## config.mk

```make
export PLATFORM = sky130hd
export DESIGN_NAME = mdc_out_reorder_flat
export DESIGN_NICKNAME = d
export VERILOG_FILES = /design/src/rtl/mdc_out_reorder_if.sv /design/src/rtl/mdc_out_reorder.sv /design/src/flat_wrapper.sv
export SDC_FILE = /design/constraint.sdc
export NUM_CORES = 2
export LEC_CHECK = 0
export CAP_MARGIN = 15
export CORE_MARGIN = 4
export CORE_UTILIZATION = 62
export DETAILED_ROUTE_END_ITERATION = 10
export GPL_ROUTABILITY_DRIVEN = 0
export PLACE_DENSITY = 0.79
export SYNTH_ARGS = -nofsm -noshare
export SYNTH_HDL_FRONTEND = slang
export SYNTH_SLANG_ARGS = --single-unit
```

## constraint.sdc

```tcl
create_clock -name clk -period 4.7 [get_ports clk]
set_input_delay 0.47 -clock clk [delete_from_list [all_inputs] [get_ports clk]]
set_output_delay 0.47 -clock clk [all_outputs]
set_load 0.005 [all_outputs]
```

## src/rtl/mdc_out_reorder_if.sv

```systemverilog
// ============================================================================
//  Module   : mdc_out_reorder_if
//  Brief    : Pair-input / serial-output bus of the MDC FFT output reorder stage
//             (do_sof/do_eof present when MDC_REORDER_FRAME_MARK_EN is defined).
//  Revision : 1.0
// ============================================================================
`timescale 1ns/1ps
`default_nettype none

interface mdc_out_reorder_if #(
    parameter int DW = 13
);
    logic          di_en;
    logic          di_rdy;
    logic [DW-1:0] di_re_a;
    logic [DW-1:0] di_im_a;
    logic [DW-1:0] di_re_b;
    logic [DW-1:0] di_im_b;
    logic          do_en;
    logic [DW-1:0] do_re;
    logic [DW-1:0] do_im;
`ifdef MDC_REORDER_FRAME_MARK_EN
    logic          do_sof;
    logic          do_eof;

    modport master (
        output di_en, di_re_a, di_im_a, di_re_b, di_im_b,
        input  di_rdy, do_en, do_re, do_im, do_sof, do_eof
    );
    modport slave (
        input  di_en, di_re_a, di_im_a, di_re_b, di_im_b,
        output di_rdy, do_en, do_re, do_im, do_sof, do_eof
    );
`else
    modport master (
        output di_en, di_re_a, di_im_a, di_re_b, di_im_b,
        input  di_rdy, do_en, do_re, do_im
    );
    modport slave (
        input  di_en, di_re_a, di_im_a, di_re_b, di_im_b,
        output di_rdy, do_en, do_re, do_im
    );
`endif
endinterface

`default_nettype wire

```

## src/rtl/mdc_out_reorder.sv

```systemverilog
// ============================================================================
//  Module   : mdc_out_reorder
//  Brief    : 32-point MDC FFT output stage: ping-pong bit-reversal buffer to
//             natural-order serial stream. Optional MDC_REORDER_FRAME_MARK_EN
//             adds do_sof/do_eof frame markers.
//  Revision : 1.0
// ============================================================================
`timescale 1ns/1ps
`default_nettype none

module mdc_out_reorder #(
    parameter int DW  = 13,
    parameter int NPT = 32
) (
    input  logic               clk,
    input  logic               rst_n,
    mdc_out_reorder_if.slave   bus
);
    localparam int AW = $clog2(NPT);
    localparam int HW = AW - 1;
    localparam logic [AW-1:0] c_last_rd = AW'(NPT - 1);
    localparam logic [HW-1:0] c_last_wr = HW'(NPT / 2 - 1);

    typedef enum logic [0:0] {ST_IDLE = 1'b0, ST_RUN = 1'b1} state_t;

    state_t          r_state, w_state_nxt;
    logic [1:0]      r_full, w_full_nxt;
    logic            r_wr_bank, w_wr_bank_nxt;
    logic            r_rd_bank, w_rd_bank_nxt;
    logic [HW-1:0]   r_wr_cnt, w_wr_cnt_nxt;
    logic [AW-1:0]   r_rd_cnt, w_rd_cnt_nxt;
    logic            r_rdy, w_rdy_nxt;
    logic            r_do_en, w_do_en_nxt;
    logic [DW-1:0]   r_do_re, w_do_re_nxt;
    logic [DW-1:0]   r_do_im, w_do_im_nxt;
    logic            r_sof, w_sof_nxt;
    logic            r_eof, w_eof_nxt;

    // Lane A always lands in the lower half (bitrev of an even index), lane B
    // in the upper half, so each half is a single-write-port RAM.
    logic [2*DW-1:0] r_mem_lo [0:NPT-1];
    logic [2*DW-1:0] r_mem_hi [0:NPT-1];

    logic            w_wr_fire, w_wr_done, w_rd_done;
    logic [HW-1:0]   w_wr_addr;
    logic [AW-1:0]   w_rd_idx;
    logic [2*DW-1:0] w_rd_word;

    assign w_wr_fire = bus.di_en & r_rdy;
    assign w_wr_done = w_wr_fire && (r_wr_cnt == c_last_wr);
    assign w_rd_done = (r_state == ST_RUN) && (r_rd_cnt == c_last_rd);
    assign w_rd_idx  = {r_rd_bank, r_rd_cnt[HW-1:0]};
    assign w_rd_word = r_rd_cnt[AW-1] ? r_mem_hi[w_rd_idx] : r_mem_lo[w_rd_idx];

    always_comb begin
        w_wr_addr = '0;
        for (int i = 0; i < HW; i++) begin
            w_wr_addr[i] = r_wr_cnt[HW-1-i];
        end
    end

    always_ff @(posedge clk) begin
        if (w_wr_fire) begin
            r_mem_lo[{r_wr_bank, w_wr_addr}] <= {bus.di_re_a, bus.di_im_a};
            r_mem_hi[{r_wr_bank, w_wr_addr}] <= {bus.di_re_b, bus.di_im_b};
        end
    end

    always_comb begin
        w_state_nxt   = r_state;
        w_full_nxt    = r_full;
        w_wr_bank_nxt = r_wr_bank;
        w_rd_bank_nxt = r_rd_bank;
        w_wr_cnt_nxt  = r_wr_cnt;
        w_rd_cnt_nxt  = r_rd_cnt;
        w_do_en_nxt   = 1'b0;
        w_do_re_nxt   = '0;
        w_do_im_nxt   = '0;
        w_sof_nxt     = 1'b0;
        w_eof_nxt     = 1'b0;

        if (w_wr_fire) begin
            w_wr_cnt_nxt = r_wr_cnt + 1'b1;
        end
        if (w_wr_done) begin
            w_full_nxt[r_wr_bank] = 1'b1;
            w_wr_bank_nxt         = ~r_wr_bank;
        end

        case (r_state)
            ST_IDLE: begin
                w_rd_cnt_nxt = '0;
                if (r_full[r_rd_bank]) begin
                    w_state_nxt = ST_RUN;
                end
            end
            default: begin
                w_do_en_nxt  = 1'b1;
                w_do_re_nxt  = w_rd_word[2*DW-1:DW];
                w_do_im_nxt  = w_rd_word[DW-1:0];
                w_sof_nxt    = (r_rd_cnt == '0);
                w_eof_nxt    = w_rd_done;
                w_rd_cnt_nxt = r_rd_cnt + 1'b1;
                if (w_rd_done) begin
                    w_full_nxt[r_rd_bank] = 1'b0;
                    w_rd_bank_nxt         = ~r_rd_bank;
                    w_rd_cnt_nxt          = '0;
                    // A frame completing this very cycle counts as ready.
                    if (!w_full_nxt[~r_rd_bank]) begin
                        w_state_nxt = ST_IDLE;
                    end
                end
            end
        endcase

        w_rdy_nxt = ~w_full_nxt[w_wr_bank_nxt];
    end

    always_ff @(posedge clk) begin
        if (rst_n) begin
            r_state   <= ST_IDLE;
            r_full    <= '0;
            r_wr_bank <= 1'b0;
            r_rd_bank <= 1'b0;
            r_wr_cnt  <= '0;
            r_rd_cnt  <= '0;
            r_rdy     <= 1'b1;
            r_do_en   <= 1'b0;
            r_do_re   <= '0;
            r_do_im   <= '0;
            r_sof     <= 1'b0;
            r_eof     <= 1'b0;
        end else begin
            r_state   <= w_state_nxt;
            r_full    <= w_full_nxt;
            r_wr_bank <= w_wr_bank_nxt;
            r_rd_bank <= w_rd_bank_nxt;
            r_wr_cnt  <= w_wr_cnt_nxt;
            r_rd_cnt  <= w_rd_cnt_nxt;
            r_rdy     <= w_rdy_nxt;
            r_do_en   <= w_do_en_nxt;
            r_do_re   <= w_do_re_nxt;
            r_do_im   <= w_do_im_nxt;
            r_sof     <= w_sof_nxt;
            r_eof     <= w_eof_nxt;
        end
    end

    assign bus.di_rdy = r_rdy;
    assign bus.do_en  = r_do_en;
    assign bus.do_re  = r_do_re;
    assign bus.do_im  = r_do_im;

`ifdef MDC_REORDER_FRAME_MARK_EN
    assign bus.do_sof = r_sof;
    assign bus.do_eof = r_eof;
`else
    logic w_marks_unused;
    assign w_marks_unused = r_sof ^ r_eof;
`endif

endmodule

`default_nettype wire

```

## src/flat_wrapper.sv

```systemverilog
// flat-port wrapper written by rule: the top's interface ports become plain ports
module mdc_out_reorder_flat 
#(
    parameter int DW  = 13,
    parameter int NPT = 32
)
  (clk, rst_n, bus_di_en, bus_di_re_a, bus_di_im_a, bus_di_re_b, bus_di_im_b, bus_di_rdy, bus_do_en, bus_do_re, bus_do_im);
  mdc_out_reorder_if #(.DW(DW)) bus_i ();
  input  logic clk;
  input  logic rst_n;
  input wire logic [$bits(bus_i.di_en)-1:0] bus_di_en;
  input wire logic [$bits(bus_i.di_re_a)-1:0] bus_di_re_a;
  input wire logic [$bits(bus_i.di_im_a)-1:0] bus_di_im_a;
  input wire logic [$bits(bus_i.di_re_b)-1:0] bus_di_re_b;
  input wire logic [$bits(bus_i.di_im_b)-1:0] bus_di_im_b;
  output wire logic [$bits(bus_i.di_rdy)-1:0] bus_di_rdy;
  output wire logic [$bits(bus_i.do_en)-1:0] bus_do_en;
  output wire logic [$bits(bus_i.do_re)-1:0] bus_do_re;
  output wire logic [$bits(bus_i.do_im)-1:0] bus_do_im;
  assign bus_i.di_en = bus_di_en;
  assign bus_i.di_re_a = bus_di_re_a;
  assign bus_i.di_im_a = bus_di_im_a;
  assign bus_i.di_re_b = bus_di_re_b;
  assign bus_i.di_im_b = bus_di_im_b;
  assign bus_di_rdy = bus_i.di_rdy;
  assign bus_do_en = bus_i.do_en;
  assign bus_do_re = bus_i.do_re;
  assign bus_do_im = bus_i.do_im;
  mdc_out_reorder #(.DW(DW), .NPT(NPT)) u_core (.clk(clk), .rst_n(rst_n), .bus(bus_i));
endmodule
```

======== Word level (Yosys, flattened, before mapping) ========
Memory sizes are Yosys's and may differ from the RTL's.
Cells that the tools add are included.
word-level totals
  bits in registers ....................... 42
  bits in latches ......................... 0
  RAM bits ................................ 1664
  memory bits (read-only) ................. 0
  bits of input ports ..................... 55
  output and inout bits ................... 28
  memories ................................ 2
memory list
  memory           words  width  read ports  clocked after Yosys merged registers in  write ports  line                   source
  u_core.r_mem_hi  32     26     1           0                                        1            mdc_out_reorder.sv:42  logic [2*DW-1:0] r_mem_hi [0:NPT-1];
  u_core.r_mem_lo  32     26     1           0                                        1            mdc_out_reorder.sv:41  logic [2*DW-1:0] r_mem_lo [0:NPT-1];
operators by class
  add/sub/neg operators ................... 2
  $mul .................................... 0
  div/mod/pow operators ................... 0
  order comparisons ....................... 6
  equality and inequality tests ........... 2
  shift operators ......................... 0
  mux-type cells .......................... 22
  bitwise logic cells ..................... 8
  reduce and logical (&&, ||, !) cells .... 7
operators with widths
  operator               number
  $mux W26               1
  $mux W1                16
  $lt A1 B2 Y1 const B   4
  $mux W2                3
  $add A5 B1 Y5 const B  1
  $eq A5 B5 Y1 const B   1
  $add A4 B1 Y4 const B  1
  $eq A4 B4 Y1 const B   1
  $logic_and A1 B1 Y1    4
  $not A1 Y1             4
  $reduce_or A3 Y1       1
  $and A2 B2 Y2          1
  $demux W1 S1           2
  $ge A1 B1 Y1 const B   2
  $not A2 Y2             1
  $or A2 B2 Y2           1
  $reduce_and A2 Y1      1
  $reduce_or A2 Y1       1
  $and A1 B1 Y1          1

======== Logic depth before layout (Yosys ltp) ========
  word-level depth ........................ 12
  gate-level depth with buffers ........... 10

======== Worst setup path before layout ========
No wires, ideal clock.
  kind .................................... in2reg
  from .................................... input port bus_di_en
  to ...................................... memory u_core.r_mem_hi[24][0] (netlist bit) (enable)
  library setup time ...................... 0.462 ns
  data arrival time ....................... 3.250 ns
  data required time ...................... 4.238 ns
  path slack .............................. 0.988 ns
  stages on the path ...................... 4
  buffers on the path ..................... 1
  cells stage by stage .................... nand2_1 or3_1 clkbuf_1 nor2_1
on the way
  cells in the longest elaborated chain, start to end .. 3
ends and longest elaborated chain
  what                           line                   source
  start, declared                flat_wrapper.sv:11     input wire logic [$bits(bus_i.di_en)-1:0] bus_di_en;
  $and A1 B1 Y1                  mdc_out_reorder.sv:49  assign w_wr_fire = bus.di_en & r_rdy;
  $mux W1                        mdc_out_reorder.sv:63  if (w_wr_fire) begin
  $mux W1 (not written as such)  mdc_out_reorder.sv:65  r_mem_hi[{r_wr_bank, w_wr_addr}] <= {bus.di_re_b, bus.di_im_b};
  end, declared                  mdc_out_reorder.sv:42
Every way passes these cells.

======== Worst setup path after layout ========
  from .................................... register u_core.r_rd_cnt[2]
  to ...................................... register u_core.r_do_im[4] (netlist: u_core.bus.do_im[4])
on the way
  cells in the longest elaborated chain, start to end .. 2
  elaborated cells between the ends (all ways) .. 3
ends and longest elaborated chain
  what                                       line                    source
  start, declared                            mdc_out_reorder.sv:31   logic [AW-1:0] r_rd_cnt, w_rd_cnt_nxt;
  start signal, assigned                     mdc_out_reorder.sv:139  r_rd_cnt <= w_rd_cnt_nxt;
  $mem_v2 Z32 W26, on equally long branches  --
  $mux W26 *                                 mdc_out_reorder.sv:53   assign w_rd_word = r_rd_cnt[AW-1] ? r_mem_hi[w_rd_idx] : r_mem_lo[w_rd_idx];
  end signal, assigned                       mdc_out_reorder.sv:143  r_do_im <= w_do_im_nxt;
  end, declared                              mdc_out_reorder.sv:35   logic [DW-1:0] r_do_im, w_do_im_nxt;
Every way passes the cells marked *; elsewhere a longest branch is shown, timed or not.
A chain may end at the register's enable or synchronous reset.

==> results <==
- The run finished with clean final reports.
- The area growth from synthesis to layout is 13.64%.
- The core region is approximately 100000 µm².
- The total count of max-transition violations in the final report is 0.
- The count of final hold-check violations was 0.
- The number of setup violations in the final report is 0.
- Dividing the synthesized area by the synthesized cell count gives between 20 and 25 µm².
- By startpoint and endpoint, the worst setup path is classified as reg2reg.
- The largest buffer count on any clock path is 3.
- The floorplan die area is 109300 µm².
- At the pin with the least slew margin, the transition time is ~1.3 ns.
- The cell count after placement is 4260.
- The number of remaining DRC errors is 0.
- The post-synth net total is 2916.
- The CTS tree is done.
- The maximum number of pins on one net before global-route repair is 86.
- The areal power density over the cells is approximately 400 nW/µm².
- The worst path uses 67.00% of the clock period.
- The worst hold path begins at bus_di_re_b[2].
- The buffer count from post-CTS setup fixing is 0.
- The switching fraction of total power is between 10% and 20%.
- Summed over all cells, the static leakage comes to roughly 22 nW.
- The signal on the critical path passes through buf_4 > and3_1 > buf_4 > a22oi_1 > o211ai_1 > o22a_1.
- The number of inserted filler cells in the final layout is 5611.
- The via count of the first global-routing pass was 33.44k.
- Leaving out filler cells and counting taps, the final layout contains ~4.6k.
- CTS built an H-tree with a depth of 4.
- The number of buffers inserted during clock tree synthesis is 160.
- Combinational logic burns under 10% of the power.
- The total congestion overflow is 0.
- The initial antenna violation count is 5.
- The path with the worst hold slack has its endpoint at u_core.r_mem_hi[15][15].
- The worst setup path is launched from a flip-flop.
- For the final routed database, the setup TNS stands at 0 ns.
- The clock-pin transition on the worst setup and hold timing paths is 0.06 ns.
- The total routing usage reported by global routing is 31.74%.
- The clock network accounts for 42.3% of the total power.
- The overall routed net length is 173200 µm.
- The number of buffers inserted by port buffering is 82.
- The number of instances in the synthesized netlist is 2858.
- The initial core utilization is 62.36%.
- The cell count of the worst reg-to-reg path is 6.
- Along the worst hold path, the cell count comes to 1.
- The routed length per instance is 37.79 µm.
- The design internal power is 0.02412 W.
- The total half-perimeter wirelength after legalization and detailed placement is 89790 µm.
- The post-synthesis sequential element count is approximately 1.7k.
- The number of distinct library cells after synthesis is 53.
- The peak ir drop on the vdd network is 461.3 µV.
- During synthesis, Yosys emitted a total of 0 warnings.
- At the worst endpoint, the arrival time is 3.85 ns.
- The count of pins on the block boundary is 83.
- In this run, post-CTS repair resized a total of 0 instances.
- Subtracting the final worst setup slack from the clock period gives roughly 3.1 ns.
- The number of enable-type register cells in the synthesized netlist is 1664.
- The final antenna-violating net count is 0.
- After detailed routing, the number of vias per cell comes to around 7.3.
- The first routing iteration left between 5k and 6k violations.
- Clock latency on the worst-skew pair, taken at its later pin, is between 0.7 and 0.8 ns.
- The endpoint identified for the worst register-to-register timing path is u_core.bus.do_im[4].
- The synthesized cell area is 64540 µm².
- On the worst path, the slowest cell contributes a delay of 1.05 ns.
- The async set-reset flop share out of synthesis is 0%.
- The number of nets at the end of the flow is 3128.
- In the synthesized netlist the dominant register cell turns out to be edfxtp_1.
- Buffers inserted to repair hold after CTS numbered 0.
- For this design, the sink count on the clock tree is 1706.
- The floorplan has 118 rows.
- The timing-limited maximum frequency is 317.6 MHz.
- The fraction of power consumed by sequential logic is 55.8%.
- The count of buffer and inverter cells on the critical path is 2.
- The relative max-transition margin is approximately an eighth.
- Of all nets on the critical path, the largest fanout is 65.
- STA puts the critical path data required time at around 5.4 ns.
- The net load switching power is 0.005993 W.
- Clock tree synthesis selected as its root buffer the cell clkbuf_16.
- The worst-path cell with the longest stage delay is buf_4.
- The worst setup path is captured at a flip-flop.
- The vertical die dimension is between 300 and 400 µm.
- The number of max-cap violations is 0.
- The die span in x is 330.6 µm.
- The number of vias in the routed layout is 33.34k.
- The first-pass iteration count of the detailed router is 5.
- The worst flop-to-flop path startpoint is u_core.r_rd_cnt[2].
- Setup repair after global routing left no endpoint under its margin.
- The most frequent cell on the critical path is buf_4.
- In this run the worst hold path is classified as in2reg.
- The wire length of the first global-routing pass is approximately 240000 µm.
- In this run the register-to-register setup slack is 1.55 ns.
- Cells with a size suffix above 1 make up between 20% and 30% of the layout.
- The sequential element share of the synthesized area is between 70% and 80%.
- The clock skew after layout is between 0.04 and 0.05 ns.
- The family of cells with the greatest summed delay on the critical path is buffers and inverters.
[per-layer routing]
layer	routed length [µm]	global-route usage, %
met1	57310	42.16
met2	83230	49.09
met5	0	0
met3	22210	8.762
met4	10430	16.48
[cells by family (layout without fill, tap and decap cells)]
| kind of cell | count (synthesis) | after routing | synth area share (%) |
|---|---|---|---|
| DFF | 1706 | 1706 | 78.73 |
| muxes | 499 | 499 | 15.19 |
| AOI/OAI and AO/OA | 255 | 255 | 2.763 |
| and+or+nand+nor | 229 | 229 | 1.743 |
| buffers and inverters | 161 | 505 | 1.454 |
| xor gates and xnor gates | 5 | 5 | 0.06785 |
| adders and majority gates | 3 | 3 | 0.05817 |
| other | 0 | 1 | 0 |
[sequential cells by signal (all words and copies together), names as in the netlist]
name / cells
u_core.r_rd_cnt: 5
u_core.r_wr_cnt: 4
u_core.r_full: 2
u_core.r_rd_bank: 1
u_core.bus.do_en: 1
u_core.bus.do_re: 13
u_core.r_mem_lo: 832
u_core.bus.do_im: 13
u_core.r_state: 1
u_core.r_wr_bank: 1
u_core.bus.di_rdy: 1
u_core.r_mem_hi: 832
[area by class of cell]
cell class / count / area (µm²) / share of cell area, %
clock buffer: 217 / 4393 / 5.990
inverter: 1 / 3.754 / 0.005118
antenna: 1 / 2.502 / 0.003412
tap: 1380 / 1727 / 2.354
clock inverter: 77 / 685.7 / 0.9349
multi-input combinational: 991 / 13040 / 17.78
timing repair buffer: 210 / 2670 / 3.640
sequential: 1706 / 50820 / 69.29
[worst max path at each step]
| stage | to | start | slack, ns | cells after the start |
|---|---|---|---|---|
| 2_1_floorplan | u_core.r_mem_hi[24][0] | bus_di_en | 0.99 | 4 |
| 3_3_place_gp | u_core.bus.do_im[10] | rst_n | 1.24 | 7 |
| 3_5_place_dp | u_core.r_mem_hi[12][8] | bus_di_en | 1.28 | 5 |
| 4_1_cts | u_core.bus.do_im[4] | u_core.r_rd_cnt[3] | 1.53 | 6 |
| 5_1_grt | u_core.bus.do_im[1] | u_core.r_rd_cnt[0] | 1.54 | 6 |
| 6_report | u_core.bus.do_im[4] | u_core.r_rd_cnt[2] | 1.55 | 6 |
[synthesized netlist by cell type, types with 2 or more instances]
cell       count  area, µm²
buf_8          2      30.03
edfxtp_1    1664      49970
or3b_2         2      17.52
a21oi_1        8      40.04
a22oi_1       58      435.4
a2111oi_0      2      17.52
o22ai_1       81      506.7
dfxtp_1       42      840.8
or3_1          4      25.02
nor3_1        47      235.2
xor2_1         4      35.03
a211oi_1       6      45.04
buf_1         12      45.04
mux2i_1      113       1131
ha_1           3      37.54
nand2b_1      12      75.07
nand4_1        4      25.02
o221ai_1       4      35.03
a22o_1         3      26.28
nand2_1       25      93.84
mux4_2       384       8648
mux2_2         2      22.52
o22a_1        24      210.2
a31oi_1        3      18.77
nand3b_1       4      30.03
clkbuf_1      48      180.2
o21ai_0       20      100.1
o211ai_1      36      270.3
nor3b_1        6      45.04
buf_2         52      260.3
o21ai_1        2      10.01
nand3_1       26      130.1
or2_2          5      31.28
buf_4         27      202.7
nor2b_1       14      87.58
nor2_1        72      270.3
and2_1         4      25.02
buf_6         17      191.4
and3_1         2      12.51
[placed cells by master, fill, tap and decap left out, types with 13 or more instances in the layout]
master and n:
buf_12 32, o22a_1 24, nand2_1 25, mux2i_1 113, clkinv_2 19, clkbuf_16 174
nor2b_1 13, edfxtp_1 1664, clkbuf_1 44, nand3_1 26, o21ai_0 20, nor2_4 32
buf_4 67, buf_16 14, nor3_1 46, nor2_1 40, clkinv_1 30, mux4_2 384
dfxtp_1 38, a22oi_1 58, o211ai_1 36, o22ai_1 81, clkdlybuf4s50_1 81
[stage by stage]
step / worst slack (ns) / utilization [%] / total power (W) / cell area [µm²] / hold WS, ns
CTS: 1.525 / 70.21 / 0.03005 / 72660 / 0.4489
global placement: 1.242 / 65.27 / 0.01759 / 67560 / 0.4958
floorplan: 0.9876 / - / 0.01725 / 64540 / 0.4864
global route: 1.543 / 70.86 / 0.03090 / 73340 / 0.3233
detailed placement: 1.276 / 65.30 / 0.01764 / 67580 / 0.5323
finish: 1.551 / 70.87 / 0.03011 / 73340 / 0.3061
[power by group through the flow]
stage | combinational [W] | sequential (W) | clock, W
after floorplan | 0.000135 | 0.0171 | 0
after global placement | 0.000469 | 0.0171 | 0
after detailed placement | 0.000501 | 0.0171 | 0
after CTS | 0.000507 | 0.0168 | 0.0127
after global routing | 0.000610 | 0.0168 | 0.0135
final | 0.000583 | 0.0168 | 0.0127
Power figures use the tool's default switching activity.
